**src/rtl/div_radix2_early_exit_pkg.sv**
```systemverilog
// Shared types for the division core: the sequencer state encoding.
package taiga_types;

  typedef enum logic [1:0] {
    IDLE   = 2'd0,
    DIVIDE = 2'd1,
    DONE   = 2'd2
  } div_state_t;

endpackage

```
**src/rtl/div_radix2_early_exit_clz.sv**
```systemverilog
// Combinational leading-zero counter; an all-zero input reports W.
module div_clz #(
  parameter int W  = 32,
  parameter int CW = $clog2(W) + 1
) (
  input  logic [W-1:0]  value,
  output logic [CW-1:0] count
);

  // Later (higher) set bits overwrite earlier ones, so the MSB-most one wins.
  always_comb begin
    count = CW'(W);
    for (int i = 0; i < W; i++) begin
      if (value[i]) count = CW'(W - 1 - i);
    end
  end

endmodule

```
**src/rtl/div_radix2_early_exit.sv**
```systemverilog
// Radix-2 restoring divider that skips the dividend's leading zeros, so a
// division takes one cycle per significant dividend bit.
//
// state  | meaning
// IDLE   | waiting for start; results from the last division held
// DIVIDE | one quotient bit per edge, counter counts down to the last bit
// DONE   | done pulse; start here begins the next division back-to-back
module div_radix2_early_exit
  import taiga_types::*;
#(
  parameter int DATA_WIDTH = 32
) (
  input  logic                  clk,
  input  logic                  rst,
  input  logic                  start,
  input  logic [DATA_WIDTH-1:0] dividend,
  input  logic [DATA_WIDTH-1:0] divisor,
  output logic                  done,
  output logic [DATA_WIDTH-1:0] quotient,
  output logic [DATA_WIDTH-1:0] remainder,
  output logic                  divisor_is_zero
);

  localparam int W  = DATA_WIDTH;
  localparam int CW = $clog2(W) + 1;

  div_state_t     state, state_nxt;
  logic [W-1:0]   q_reg, r_reg, dvd_sh, dvs;
  logic           dz_reg;
  logic [CW-1:0]  cnt;
  logic [CW-1:0]  lz, n_iter;
  logic           accept, last_iter, trivial;
  logic [W:0]     trial, diff;
  logic           ge;

  div_clz #(.W(W), .CW(CW)) u_clz (
    .value (dividend),
    .count (lz)
  );

  assign n_iter    = CW'(W) - lz;
  assign accept    = start && (state == IDLE || state == DONE);
  assign trivial   = (divisor == '0) || (dividend == '0);
  assign last_iter = (cnt == CW'(1));

  assign trial = {r_reg, dvd_sh[W-1]};
  assign diff  = trial - {1'b0, dvs};
  assign ge    = (trial >= {1'b0, dvs});

  always_ff @(posedge clk) begin
    if (rst) state <= IDLE;
    else     state <= state_nxt;
  end

  always_comb begin
    state_nxt = state;
    done      = 1'b0;
    case (state)
      IDLE: begin
        if (start) state_nxt = trivial ? DONE : DIVIDE;
      end
      DIVIDE: begin
        if (last_iter) state_nxt = DONE;
      end
      DONE: begin
        done = 1'b1;
        if (start) state_nxt = trivial ? DONE : DIVIDE;
        else       state_nxt = IDLE;
      end
      default: state_nxt = IDLE;
    endcase
  end

  always_ff @(posedge clk) begin
    if (rst) begin
      q_reg  <= '0;
      r_reg  <= '0;
      dvd_sh <= '0;
      dvs    <= '0;
      dz_reg <= 1'b0;
      cnt    <= '0;
    end else if (accept) begin
      dvs    <= divisor;
      dz_reg <= (divisor == '0);
      dvd_sh <= dividend << lz;
      cnt    <= n_iter;
      if (divisor == '0) begin
        q_reg <= '1;
        r_reg <= dividend;
      end else begin
        q_reg <= '0;
        r_reg <= '0;
      end
    end else if (state == DIVIDE) begin
      // Quotient and remainder both fit W bits once the trial is resolved.
      r_reg  <= ge ? diff[W-1:0] : trial[W-1:0];
      q_reg  <= {q_reg[W-2:0], ge};
      dvd_sh <= dvd_sh << 1;
      cnt    <= cnt - CW'(1);
    end
  end

  assign quotient        = q_reg;
  assign remainder       = r_reg;
  assign divisor_is_zero = dz_reg;

endmodule

```
**config.mk**
```make
export PLATFORM = sky130hd
export DESIGN_NAME = div_radix2_early_exit
export DESIGN_NICKNAME = d
export VERILOG_FILES = /design/src/rtl/div_radix2_early_exit_pkg.sv /design/src/rtl/div_radix2_early_exit_clz.sv /design/src/rtl/div_radix2_early_exit.sv
export SDC_FILE = /design/constraint.sdc
export NUM_CORES = 1
export LEC_CHECK = 0
export CAP_MARGIN = 20
export CORE_MARGIN = 3
export CORE_UTILIZATION = 45
export CTS_CLUSTER_DIAMETER = 150
export DETAILED_ROUTE_END_ITERATION = 16
export GPL_ROUTABILITY_DRIVEN = 1
export PLACE_DENSITY_LB_ADDON = 0.12
export SLEW_MARGIN = 10
export SYNTH_ARGS = -nofsm -noshare
export SYNTH_HDL_FRONTEND = slang
export SYNTH_SLANG_ARGS = --single-unit
```
**constraint.sdc**
```tcl
create_clock -name clk -period 3.32 [get_ports clk]
set_input_delay 0.332 -clock clk [delete_from_list [all_inputs] [get_ports clk]]
set_output_delay 0.332 -clock clk [all_outputs]
set_load 0.03 [all_outputs]
```
# Word level (Yosys, flattened, before mapping)
# Cells that the tools add are included.
# word_totals
inputBits	67
reg_bits	137
out_inout_bits	66
# op_classes
n_addsub	3
shifts	1
eq_ne	5
mux	49
n_reduce_logical	8
n_lt_le_gt_ge	1
# op_table
cell	n
2-to-1 mux 32 bit	9
2-to-1 mux 6 bit	34
logical NOT 32 bit	2
greater-or-equal comparator 33 x 32 -> 1 bit	1
<< shifter 32 x 6 -> 32 bit	1
subtractor 32 bit	1
2-to-1 mux 2 bit	4
== test 6 x 1 -> 1 bit, second input constant	1
one-hot mux 2 bit (3 select lines)	1
subtractor 6 x 1 -> 6 bit, second input constant	1
subtractor 6 bit, first input constant	1
inequality test 2 bit, second input constant	2
== test 2 x 1 -> 1 bit, second input constant	1
== test 2 bit, second input constant	1
logical NOT 2 bit	1
logical OR 1 bit	2
AND reduction 2 bit	1
nonzero test 2 bit	1
logical AND 1 bit	1
2-to-1 mux 1 bit	1

# Logic depth before layout (Yosys ltp)
# logic_depth
word_depth	34
ltp_mapped	15
ltp_nobuf	13

# Modules after synthesis
# A second synthesis with hierarchy kept.
# unflattened
cells_unflattened	1258
area_unflattened_um2	9688.0
# by_module_without_submodules
mod	area_per_inst_um2	seq_area_each_um2	cells_each	instances
div_radix2_early_exit	9320.2	2742.6	1193	1
div_clz	367.9	0.0	65	1

# Least setup slack after synthesis
# No wires, ideal clock.
# synth_timing
path_kind	reg2reg
startpoint	register r_reg[0], in the netlist remainder[0]
endpoint	register r_reg[22], in the netlist remainder[22]
slack_ps	232
path_stages_with_launch	13
arrival_ps	2956
path_buffers	0
required_ps	3188
setup_time_ps	132
period_less_slack_ps	3088
cell_sequence	dfxtp_1 > inv_1 > fa_1 > nor2b_4 > o31ai_2 > a2111oi_1 > nor3_1 > a21oi_1 > a31oi_1 > xnor2_1 > mux2_2 > a221oi_1 > nor3_1
# synth_between
elab_chain_len	4
word_cells_on_any_way	5
classes_between	add/sub (1); order compare (1); mux (3)
# synth_lines
item	line	rtl
start, declared	div_radix2_early_exit.sv:28	logic [W-1:0] q_reg, r_reg, dvd_sh, dvs;
start signal, assigned	div_radix2_early_exit.sv:89	r_reg <= dividend;
start signal, assigned	div_radix2_early_exit.sv:96	r_reg <= ge ? diff[W-1:0] : trial[W-1:0];
subtractor 32 bit or greater-or-equal comparator 33 x 32 -> 1 bit (tied branches)	div_radix2_early_exit.sv:47, div_radix2_early_exit.sv:48	
2-to-1 mux 32 bit *	div_radix2_early_exit.sv:96	
2-to-1 mux 32 bit *	div_radix2_early_exit.sv:94	end else if (state == DIVIDE) begin
2-to-1 mux 32 bit *	div_radix2_early_exit.sv:82	end else if (accept) begin
# Mark *: on every way between the ends. The rest lies on a longest branch, timed or not. The select of a mux whose other input is x is not followed.
# A chain may end at the register's enable or synchronous reset.

# Worst setup path after layout
# Ends and elaborated chain as after synthesis.

==> out/results.txt <==
# diodes -> 0
ys async rst share -> 0
first-pass GRT wire length -> 57.7 mm
Max VDD drop -> 0.000389 V
synthesis-to-finish area growth -> 29.2%
clock skew -> 0.0137 ns
vias in the first global route -> 10300
Max-slew headroom -> 0.520
setup bufs post-CTS -> 0
gp weighted congestion -> 0.959
worst setup path class -> flop to flop
Die H -> 156 um
switching fraction of total power -> 0.406
final setup violating endpoints -> 0
internal power -> 4.50 mW
reg-to-reg startpoint -> remainder[0]$_SDFFE_PP0P_
largest family of logic cells by synthesized area -> compound AO/OA/AOI/OAI gates
final slew viol count -> 0
Compound-Gate Fraction of Synth Area -> 0.257
crit-path leading delay family -> compound AO/OA/AOI/OAI gates
Slew @ Worst Pin -> 0.717 ns
EDFF count, synth -> 0
Core ar. -> 0.0219 mm2
fmax -> 0.314 GHz
Yosys warnings -> 0
min cycle time layout -> 3.18 ns
Commonest cells post-synth -> nand2_1, dfxtp_1, nor2_1
nets -> 1624
clk slew on worst S/H paths -> 0.07 ns
Worst Hold End -> remainder[12]$_SDFFE_PP0P_
Final ANT Viol Nets -> 0
clock tree buffer depth -> 2
total negative slack -> 0 ns
Worst EP required -> 3.61 ns
grt ovf -> 0
prevailing post-synth register cell -> dfxtp_1
row count -> 54
maximum fanout along the worst path -> 4
share of power burned in registers -> 0.265
static leakage -> 5.37 nW
Synth Area in XOR/XNOR -> 0.0235
share of cells above drive strength 1 -> 0.144
Mapped Nets -> 1448
Starting DRT DRC Count -> 848
final wirelength -> 37.1 mm
CP dominant cell by count -> nor3_1
crit-path cells -> inv_1, fa_2, nor2b_4, o31ai_4, a2111oi_2, nor3_1, a21oi_2, a31oi_1, xnor2_1, mux2_2, a221oi_1, nor3_1
part of the cycle the worst path needs -> 0.958
initial antenna violation count -> 0
average cell area after synthesis -> 7.49 um2
vias -> 10900
clk_lat worst skew -> 0.44 ns
Synth Area in Simple Gates -> 0.212
All-Layer GR Usage -> 0.298
Worst EP arrival -> 3.47 ns
Synth area leader -> dfxtp_1
CTS buffer count -> 17
Worst path slowest cell -> a2111oi_2
Starting Density -> 0.460
Hold Path Depth -> 2
Max Cap Viol -> 0
DRC viols -> 0
die width -> 156 um
Fin. Hold Viols -> 0
Final Non-Filler Cells -> 1814
worst reg-to-reg path cell count -> 12
Root Buffer -> clkbuf_16
outcome -> complete, no violations
CTS tree -> done
Top Ports -> 133
Via density -> 6.00
placed insts -> 1782
Clk pwr share -> 0.257
Post-Synth Adder-Cell Area -> 0.0455
#FFs+latches synth -> 137
Power Dens Cells -> 583 mW/mm2
Critical R2R Capture -> remainder[22]$_SDFFE_PP0P_
mux share of post-synthesis cell area -> 0.117
Yosys top cell area share -> 0.272
CP max stage delay -> 0.48 ns
DP HPWL -> 27.5 mm
share of the yosys chip area belonging to registers -> 0.272
CP Launch Type -> flop
Hold Startpoint -> rst
top-count cell post-synth -> nand2_1
cells after synthesis -> 1345
Buffers & Inverters on Critical Path -> 1
htree depth -> 4
Critical Path End Type -> flop
Yosys cell types -> 80
largest net degree at the start of global routing -> 51
sinks on the clock net -> 137
finished layout cell area -> 0.0130 mm2
synth top area cells -> dfxtp_1, mux2i_1, a21oi_1
Psw -> 3.08 mW
FF-to-FF setup slack -> 0.14 ns
Comb pwr share -> 0.477
placed cell area -> 0.0124 mm2
Port Buffers -> 132
Die Area -> 0.0242 mm2
Hold Path Class -> input pin to flop
post-synthesis cell area -> 0.0101 mm2
wire length per cell -> 20.5 um
# fillers -> 2097
Total Power -> 7.59 mW
drt first pass iters -> 6
Final Util -> 0.595
[layer usage]
metal  GRT usage  wire length, um  up-vias
met5           0                0        -
met4      0.0859              814        0
met2       0.461            16600      404
met3      0.0563             2720       41
li1            -                -     5223
met1       0.424            17000     5219
[cell families (layout without fill, tap and decap cells)]
family / after synthesis / in the layout
DFF: 137 / 137
adders and majority gates: 36 / 36
xor gates and xnor gates: 27 / 27
buffers and inverters: 167 / 356
muxes: 115 / 115
AOI/OAI and AO/OA: 391 / 391
and+or+nand+nor: 472 / 472
[flip-flops by register name, indices dropped and copies added (netlist names)]
name             flops
state                2
quotient            32
dvd_sh              32
dvs                 32
remainder           32
cnt                  6
divisor_is_zero      1
[how the worst max path moves through the flow]
stage / cells past startpoint / slack, ns / end / from
6_report: 12 / 0.14 / remainder[22]$_SDFFE_PP0P_ / remainder[0]$_SDFFE_PP0P_
5_1_grt: 13 / -0.04 / remainder[22]$_SDFFE_PP0P_ / dvd_sh[31]$_SDFFE_PP0P_
4_1_cts: 12 / 0.05 / remainder[22]$_SDFFE_PP0P_ / remainder[0]$_SDFFE_PP0P_
3_5_place_dp: 11 / -0.10 / dvd_sh[13]$_SDFFE_PP0P_ / dividend[20]
3_3_place_gp: 9 / -0.02 / dvd_sh[26]$_SDFFE_PP0P_ / dividend[30]
2_1_floorplan: 12 / 0.23 / remainder[22]$_SDFFE_PP0P_ / remainder[0]$_SDFFE_PP0P_
[power groups by stage]
| stage | logic (mW) | clock network, mW | registers [mW] |
|---|---|---|---|
| final | 3.62 | 1.95 | 2.01 |
| after global routing | 3.94 | 2.04 | 2.04 |
| after CTS | 3.55 | 1.97 | 2.01 |
| after detailed placement | 3.51 | 0 | 2.04 |
| after global placement | 3.49 | 0 | 2.04 |
| after floorplan | 2.20 | 0 | 2.22 |
[cells in the final DEF (no fill, tap or decap), types with 48 or more instances in the layout]
cell             count
nor3_1              65
inv_1               56
clkdlybuf4s50_1    131
buf_4              128
nand2_1            167
mux2i_1             94
a211oi_1            50
dfxtp_1            137
o21ai_0             48
nor2_1             135
a21oi_1            125
[cell type report]
cell class,count,area (um2),area share
Multi-Input combinational cell,1041,6690,0.514
Sequential cell,137,2740,0.211
Timing Repair Buffer,267,2430,0.187
Clock buffer,18,429,0.0330
Tap cell,280,350,0.0269
Inverter,57,221,0.0170
Clock inverter,14,155,0.0119
[stage by stage]
| step | worst slack (ns) | hold WS, ns |
|---|---|---|
| floorplan | 0.232 | 0.436 |
| global placement | -0.0201 | 0.444 |
| detailed placement | -0.105 | 0.447 |
| CTS | 0.0472 | 0.392 |
| global route | -0.0376 | 0.408 |
| finish | 0.140 | 0.413 |
[repair_timing]
action / CTS / global route
hold buffers: 0 / 0
gates cloned: 0 / 0
resized for setup: 1 / 8
endpoints found under the setup margin: 1 / 8
endpoints found under the hold margin: 0 / 0
[worst reg2reg max path, stage by stage, from the launching register on]
cell	delay [ns]
dfxtp_1	0.45
inv_1	0.12
fa_2	0.44
nor2b_4	0.17
o31ai_4	0.09
a2111oi_2	0.48
nor3_1	0.18
a21oi_2	0.24
a31oi_1	0.13
xnor2_1	0.14
mux2_2	0.26
a221oi_1	0.26
nor3_1	0.08
Power figures use the tool's default switching activity.
